$ cat src/rtl/lc330_pkg.sv
// lc330_pkg: shared constants and types for the multi-cycle LC330 core.
//   - instruction field positions and widths (opcode, regA, regB, dest, offset)
//   - opcode encodings
//   - FSM state enumeration
//   - a small helper for pulling 3-bit register specifiers out of the IR
package lc330_pkg;

    localparam int OFF_W    = 16;          // immediate offset width
    localparam int REG_W    = 3;           // register specifier width
    localparam int NUM_REGS = 1 << REG_W;  // architectural registers
    localparam int OPC_W    = 3;
    localparam int IR_W     = 25;          // instruction bits that carry meaning

    // Field LSB positions inside the instruction word
    localparam int OPC_LSB  = 22;
    localparam int RA_LSB   = 19;
    localparam int RB_LSB   = 16;
    localparam int RD_LSB   = 0;
    localparam int OFF_LSB  = 0;

    localparam logic [OPC_W-1:0] OP_ADD  = 3'b000;
    localparam logic [OPC_W-1:0] OP_NAND = 3'b001;
    localparam logic [OPC_W-1:0] OP_LW   = 3'b010;
    localparam logic [OPC_W-1:0] OP_SW   = 3'b011;
    localparam logic [OPC_W-1:0] OP_BEQ  = 3'b100;
    localparam logic [OPC_W-1:0] OP_JALR = 3'b101;
    localparam logic [OPC_W-1:0] OP_HALT = 3'b110;
    localparam logic [OPC_W-1:0] OP_NOOP = 3'b111;

    typedef enum logic [2:0] {
        ST_FETCH  = 3'd0,
        ST_DECODE = 3'd1,
        ST_EXEC   = 3'd2,
        ST_MEM    = 3'd3,
        ST_WB     = 3'd4,
        ST_HALT   = 3'd5
    } state_e;

    function automatic logic [REG_W-1:0] reg_field(input logic [IR_W-1:0] ir, input int lsb);
        return ir[lsb +: REG_W];
    endfunction

endpackage

$ cat src/rtl/lc330_regfile.sv
// lc330_regfile: 8 x XLEN register file, r0 hardwired to zero.
// Ports:
//   clk, rst            clock, asynchronous active-high reset (clears all entries)
//   raddr_a_i/_b_i      read addresses (asynchronous read)
//   rdata_a_o/_b_o      read data
//   we_i, waddr_i,      synchronous write port; writes to r0 are discarded
//   wdata_i
module lc330_regfile
    import lc330_pkg::*;
#(
    parameter int XLEN = 32
) (
    input  logic             clk,
    input  logic             rst,
    input  logic [REG_W-1:0] raddr_a_i,
    input  logic [REG_W-1:0] raddr_b_i,
    output logic [XLEN-1:0]  rdata_a_o,
    output logic [XLEN-1:0]  rdata_b_o,
    input  logic             we_i,
    input  logic [REG_W-1:0] waddr_i,
    input  logic [XLEN-1:0]  wdata_i
);

    logic [XLEN-1:0] regs_q [NUM_REGS];

    always_ff @(posedge clk or posedge rst) begin
        if (rst) begin
            for (int i = 0; i < NUM_REGS; i++) begin
                regs_q[i] <= '0;
            end
        end else if (we_i && (waddr_i != '0)) begin
            regs_q[waddr_i] <= wdata_i;
        end
    end

    assign rdata_a_o = (raddr_a_i == '0) ? '0 : regs_q[raddr_a_i];
    assign rdata_b_o = (raddr_b_i == '0) ? '0 : regs_q[raddr_b_i];

endmodule

$ cat src/rtl/lc330_multicycle.sv
// lc330_multicycle: multi-cycle LC330 core. One memory transaction per FSM
// state against a unified instruction/data memory with a req/ack handshake.
//
// Parameters: XLEN (datapath width, >= 25), MEM_AW (word-address width),
//             RESET_PC (PC after reset).
// Ports:
//   clk, rst     clock; asynchronous active-high reset
//   mem_req      memory request valid (forced low while rst is asserted)
//   mem_we       1 = write, 0 = read
//   mem_addr     word address
//   mem_wdata    store data
//   mem_rdata    read data, valid with mem_ack
//   mem_ack      completes the transaction on a rising edge with mem_req
//   halted       core has executed HALT
//   instret      retired-instruction count (wraps)
//
// Build option: define LC330_JALR_EN to execute opcode 101 as jalr;
// otherwise it retires as a noop.
module lc330_multicycle
    import lc330_pkg::*;
#(
    parameter int XLEN   = 32,
    parameter int MEM_AW = 16,
    parameter logic [MEM_AW-1:0] RESET_PC = '0
) (
    input  logic              clk,
    input  logic              rst,
    output logic              mem_req,
    output logic              mem_we,
    output logic [MEM_AW-1:0] mem_addr,
    output logic [XLEN-1:0]   mem_wdata,
    input  logic [XLEN-1:0]   mem_rdata,
    input  logic              mem_ack,
    output logic              halted,
    output logic [31:0]       instret
);

    state_e            state_q, state_d;
    logic [MEM_AW-1:0] pc_q;
    logic [IR_W-1:0]   ir_q;
    logic [XLEN-1:0]   a_q, b_q, alu_q, mdr_q;
    logic [31:0]       instret_q;

    logic [OPC_W-1:0]  opc;
    logic [REG_W-1:0]  ra, rb, rd;
    logic [OFF_W-1:0]  off;
    logic signed [XLEN-1:0] off_sx;
    logic [XLEN-1:0]   alu_d;
    logic [MEM_AW-1:0] br_tgt;
    logic              take_br;
    logic              mem_fire;
    logic              retire;

    logic              rf_we;
    logic [REG_W-1:0]  rf_waddr;
    logic [XLEN-1:0]   rf_wdata, rf_a, rf_b;

    assign opc    = ir_q[OPC_LSB +: OPC_W];
    assign ra     = reg_field(ir_q, RA_LSB);
    assign rb     = reg_field(ir_q, RB_LSB);
    assign rd     = reg_field(ir_q, RD_LSB);
    assign off    = ir_q[OFF_LSB +: OFF_W];
    assign off_sx = {{(XLEN-OFF_W){off[OFF_W-1]}}, off};

    // PC has already been incremented in FETCH, so this is PC+1+off.
    assign br_tgt  = pc_q + off_sx[MEM_AW-1:0];
    assign take_br = (opc == OP_BEQ) && (a_q == b_q);
    assign mem_fire = mem_req && mem_ack;

    lc330_regfile #(.XLEN(XLEN)) u_rf (
        .clk       (clk),
        .rst       (rst),
        .raddr_a_i (ra),
        .raddr_b_i (rb),
        .rdata_a_o (rf_a),
        .rdata_b_o (rf_b),
        .we_i      (rf_we),
        .waddr_i   (rf_waddr),
        .wdata_i   (rf_wdata)
    );

    always_comb begin
        alu_d = a_q + b_q;
        case (opc)
            OP_NAND:      alu_d = ~(a_q & b_q);
            OP_LW, OP_SW: alu_d = a_q + off_sx;
            default:      ;
        endcase
    end

    // Register-file write: results in WB, plus the jalr link in EXEC.
    always_comb begin
        rf_we    = 1'b0;
        rf_waddr = rd;
        rf_wdata = alu_q;
        if (state_q == ST_WB) begin
            rf_we = 1'b1;
            if (opc == OP_LW) begin
                rf_waddr = rb;
                rf_wdata = mdr_q;
            end
        end
`ifdef LC330_JALR_EN
        if ((state_q == ST_EXEC) && (opc == OP_JALR)) begin
            rf_we    = 1'b1;
            rf_waddr = rb;
            rf_wdata = XLEN'(pc_q);
        end
`endif
    end

    // FSM state register
    always_ff @(posedge clk or posedge rst) begin
        if (rst) begin
            state_q <= ST_FETCH;
        end else begin
            state_q <= state_d;
        end
    end

    // FSM next-state logic
    always_comb begin
        state_d = state_q;
        case (state_q)
            ST_FETCH: begin
                if (mem_fire) state_d = ST_DECODE;
            end
            ST_DECODE: begin
                case (opc)
                    OP_HALT: state_d = ST_HALT;
                    OP_NOOP: state_d = ST_FETCH;
`ifndef LC330_JALR_EN
                    OP_JALR: state_d = ST_FETCH;
`endif
                    default: state_d = ST_EXEC;
                endcase
            end
            ST_EXEC: begin
                case (opc)
                    OP_ADD, OP_NAND: state_d = ST_WB;
                    OP_LW, OP_SW:    state_d = ST_MEM;
                    default:         state_d = ST_FETCH;
                endcase
            end
            ST_MEM: begin
                if (mem_fire) state_d = (opc == OP_LW) ? ST_WB : ST_FETCH;
            end
            ST_WB:   state_d = ST_FETCH;
            ST_HALT: state_d = ST_HALT;
            default: state_d = ST_FETCH;
        endcase
    end

    // FSM outputs. mem_req is gated by rst so it drops the moment reset hits.
    always_comb begin
        mem_req   = !rst && ((state_q == ST_FETCH) || (state_q == ST_MEM));
        mem_we    = (state_q == ST_MEM) && (opc == OP_SW);
        mem_addr  = (state_q == ST_MEM) ? alu_q[MEM_AW-1:0] : pc_q;
        mem_wdata = b_q;
        halted    = (state_q == ST_HALT);
    end

    // An instruction retires on its last transition back to FETCH, or into HALT.
    always_comb begin
        retire = 1'b0;
        case (state_q)
            ST_DECODE:              retire = (state_d == ST_FETCH) || (state_d == ST_HALT);
            ST_EXEC, ST_MEM, ST_WB: retire = (state_d == ST_FETCH);
            default:                ;
        endcase
    end

    // Datapath latches
    always_ff @(posedge clk or posedge rst) begin
        if (rst) begin
            pc_q      <= RESET_PC;
            ir_q      <= '0;
            a_q       <= '0;
            b_q       <= '0;
            alu_q     <= '0;
            mdr_q     <= '0;
            instret_q <= '0;
        end else begin
            if (retire) instret_q <= instret_q + 32'd1;
            case (state_q)
                ST_FETCH: begin
                    if (mem_fire) begin
                        ir_q <= mem_rdata[IR_W-1:0];
                        pc_q <= pc_q + MEM_AW'(1);
                    end
                end
                ST_DECODE: begin
                    a_q <= rf_a;
                    b_q <= rf_b;
                end
                ST_EXEC: begin
                    alu_q <= alu_d;
                    if (take_br) pc_q <= br_tgt;
`ifdef LC330_JALR_EN
                    // A was latched in DECODE, so ra==rb still jumps to the old A.
                    if (opc == OP_JALR) pc_q <= a_q[MEM_AW-1:0];
`endif
                end
                ST_MEM: begin
                    if (mem_fire && (opc == OP_LW)) mdr_q <= mem_rdata;
                end
                default: ;
            endcase
        end
    end

    assign instret = instret_q;

endmodule

$ cat config.mk
export PLATFORM = sky130hd
export DESIGN_NAME = lc330_multicycle
export DESIGN_NICKNAME = d
export VERILOG_FILES = /design/src/rtl/lc330_pkg.sv /design/src/rtl/lc330_regfile.sv /design/src/rtl/lc330_multicycle.sv
export SDC_FILE = /design/constraint.sdc
export NUM_CORES = 1
export LEC_CHECK = 0
export CORE_MARGIN = 1.5
export CORE_UTILIZATION = 50
export DETAILED_ROUTE_END_ITERATION = 8
export GPL_ROUTABILITY_DRIVEN = 0
export PLACE_DENSITY_LB_ADDON = 0.08
export SYNTH_ARGS = -nofsm -noshare
export SYNTH_HDL_FRONTEND = slang
export SYNTH_SLANG_ARGS = --single-unit
$ cat constraint.sdc
create_clock -name clk -period 15.1 [get_ports clk]
set_clock_uncertainty 0.1 [all_clocks]
set_input_delay 1.51 -clock clk [delete_from_list [all_inputs] [get_ports clk]]
set_output_delay 1.51 -clock clk [all_outputs]
set_load 0.05 [all_outputs]
==> impl_metrics.py <==
metrics = {
    "grt": {
        "grt_util_all_layers_pct": 27.9,
        "antenna_violations_before_repair": 1,
        "grt_start_max_net_pins": 135,
        "vias_in_the_first_global_route": 17300,
        "global_route.overflow_total": 0,
        "grt_first_pass_wirelength_mm": 101,
    },
    "pwr": {
        "sw_frac_of_total_pct": 42.3,
        "p_int_mw": 3.30,
        "p_comb_share_pct": 45.0,
        "cellPowerDensity_mw_per_mm2": 219,
        "worst_voltage_drop_across_the_vdd_grid_mv": 0.121,
        "p_total_mw": 5.73,
        "seq_power_share_pct": 34.5,
        "netSwitchingPower_mw": 2.42,
        "power.static_leakage_nw": 12.0,
        "pwr-share-clk_pct": 20.5,
    },
    "setup_path": {
        "timing.critical_path.arrival_ps": 3240,
        "timing.critical_path.required_ps": 13490,
        "critical_path_class": "primary input to primary output",
        "crit_fanout": 4,
        "cp-startpoint": "rst",
        "timing.reg2reg.worst_path_depth": 13,
        "endpoint_kind": "primary output",
        "r2r_start": "ir_q[24]$_DFFE_PP0P_",
        "crit_path_start_kind": "primary input",
    },
    "clock_tree": {
        "cts.hold.buffers_added": 0,
        "cts_tree": "done",
        "ctsLongestPathBuffers": 3,
        "clock_sinks": 428,
        "cts_setup_buffers": 0,
        "clock_insertion_delay_worst_skew_ps": 590,
        "clk_pin_slew_ps": 60,
        "cts_root_buffer": "clkbuf_16",
        "cts-resized-gates": 0,
        "cts_made_buffers": 47,
        "cts-htree-levels": 2,
    },
    "yosys": {
        "netlist_instances": 2303,
        "synth_top_cells_by_area": "dfrtp_1 (47%), mux2_2 (6.8%), mux4_2 (6.3%)",
        "post_synth_edffs": 0,
        "synth_top_area_share_pct": 46.5,
        "synth_warnings": 0,
        "netlist-cell-type-count": 76,
        "number_of_nets_produced_by_synthesis": 2422,
        "synth-async-reset-ratio_pct": 100,
        "synth_area_per_inst_um2": 10.0,
        "seq_area_frac_synth_pct": 46.5,
        "ys_seq_elements": 428,
        "post_synth_instance_area_mm2": 0.0230,
        "yosys_most_used_dff": "dfrtp_1",
        "synth_area_leader_cell": "dfrtp_1",
    },
    "floorplan": {
        "die_y_um": 218,
        "placeableCoreArea_mm2": 0.0454,
        "floorplan.initialDensity_pct": 50.7,
        "io_pins": 118,
        "design.die.area_mm2": 0.0474,
        "core.rowCount": 78,
        "fp.dieW_um": 218,
    },
    "sta": {
        "relSlewSlack_pct": 20.4,
        "period_needed_ps": 4850,
        "final-setup-viol-count": 0,
        "hold_viol_final": 0,
        "final.setup.tns_ps": 0,
        "grt_setup_unrepaired": "false",
        "finalMaxSlewViolations": 0,
        "layout_worst_path_cycle_share_pct": 32.1,
        "max_freq_mhz": 206,
        "tightest_slew_ps": 1190,
    },
    "placement": {
        "port_buffers": 117,
        "post-dp-hpwl_mm": 42.2,
        "post-place-cells": 2901,
        "cell_area_after_placement_mm2": 0.0246,
    },
    "routing": {
        "detail_route.wl_per_cell_um": 21.7,
        "routed_via_density": 5.91,
        "drt_iter0_drc": 1392,
        "drt_wl_total_mm": 64.8,
        "drt_drc_violations_left": 0,
        "postRouteAntennaNets": 0,
        "dr.pass1.iters": 6,
        "vias": 17600,
    },
    "finish": {
        "layout.cells.most_common": "dfrtp_1",
        "n_antenna_cell": 0,
        "instances_no_fill": 2983,
        "final_area_mm2": 0.0262,
        "final_core_utilization_pct": 57.7,
        "most-common-layout-cells": "dfrtp_1 (422), nand2_1 (331), nor2_1 (233), o21ai_0 (229), a21oi_1 (225)",
        "design.final.nets": 2469,
        "drive_gt1_share_pct": 15.1,
        "areaGrowthSynthToFinish_pct": 13.7,
    },
    "flow_run": {
        "cap_viol_max_count": 0,
    },
    "min_path": {
        "hp-start": "instret[31]$_DFFE_PP0P_",
        "hold_path_depth": 1,
        "holdCritPathClass": "flop to flop",
    },
    "run_status": {
        "status": "complete, no violations",
    },
}
## metal layers
layer  track usage, %  vias up  part of all wire [%]
met5                0        -                     0
met4             8.43        0                   2.3
met3             4.37       93                   6.0
met2             42.9      502                    45
met1             40.6     8789                    47
li1                 -     8237                     -
## metrics by stage
stage,setup WS [ps],hold WS (ps)
after floorplan,1570,345
after global placement,10120,362
after detailed placement,10030,367
after CTS,10230,376
after global routing,10150,401
final,10250,374
## power by group through the flow
stage	registers [mW]	logic (mW)	clock network, mW
final	1.97	2.58	1.18
after global routing	2.03	2.82	1.24
after CTS	1.96	2.57	1.20
after detailed placement	1.98	2.56	0
after global placement	1.95	2.51	0
after floorplan	1.88	1.88	0
## worst max-delay path: stages
cell             delay (ps)
clkdlybuf4s50_1         540
nor4_1                  330
clkdlybuf4s50_1         860
## final timing paths
check,to,slack (ps)
setup / recovery,mem_req,10250
max in group asynchronous,u_rf.regs_q[213]$_DFFE_PP0P_,10850
setup reg to reg,alu_q[25]$_DFFE_PP0N_,10970
hold reg to reg,instret[31]$_DFFE_PP0P_,370
hold / removal,instret[31]$_DFFE_PP0P_,370
min in group asynchronous,pc_q[15]$_DFFE_PP0P_,1500
## state kept, by name, indices dropped and copies added, names as in the netlist
signal,count
ir_q,25
mdr_q,32
pc_q,16
mem_wdata,32
u_rf.regs_q,224
a_q,32
instret,32
alu_q,32
state_q,3
## cell families (layout without fill, tap and decap cells)
| kind of cell | Yosys count | in the layout | share of synthesized area, % |
|---|---|---|---|
| flip-flops | 428 | 428 | 46.5 |
| adder cells (fa/ha/maj) | 84 | 84 | 4.63 |
| buffers and inverters | 174 | 254 | 3.15 |
| XOR/XNOR | 73 | 73 | 2.78 |
| AO/OA/AOI/OAI | 608 | 608 | 15.3 |
| multiplexers | 239 | 239 | 14.6 |
| AND/OR/NAND/NOR | 697 | 697 | 13.0 |
## final cells by class
type	count	area [um^2]
clock buffers	72	1410
clock inverters	10	173
fillers	3948	19200
inverters	26	105
multi-input cells	1701	11600
flip-flops and latches	428	10700
well taps	600	751
repair buffers	146	1390
## cells in the mapped netlist, drive strengths merged (3+ instances only)
| library cell | n |
|---|---|
| a211oi | 7 |
| a21o | 21 |
| a21oi | 228 |
| a22oi | 63 |
| a31oi | 6 |
| and2 | 5 |
| and3 | 24 |
| and4 | 4 |
| buf | 54 |
| clkbuf | 94 |
| dfrtp | 428 |
| ha | 82 |
| inv | 26 |
| mux2 | 140 |
| mux2i | 35 |
| mux4 | 64 |
| nand2 | 334 |
| nand2b | 8 |
| nand3 | 21 |
| nand3b | 4 |
| nand4 | 18 |
| nor2 | 239 |
| nor2b | 6 |
| nor3 | 12 |
| nor3b | 4 |
| nor4 | 8 |
| o211ai | 4 |
| o21a | 6 |
| o21ai | 243 |
| o21bai | 8 |
| o311ai | 3 |
| o31ai | 4 |
| or2 | 3 |
| or3 | 4 |
| xnor2 | 57 |
| xor2 | 16 |
Power figures use the tool's default switching activity.
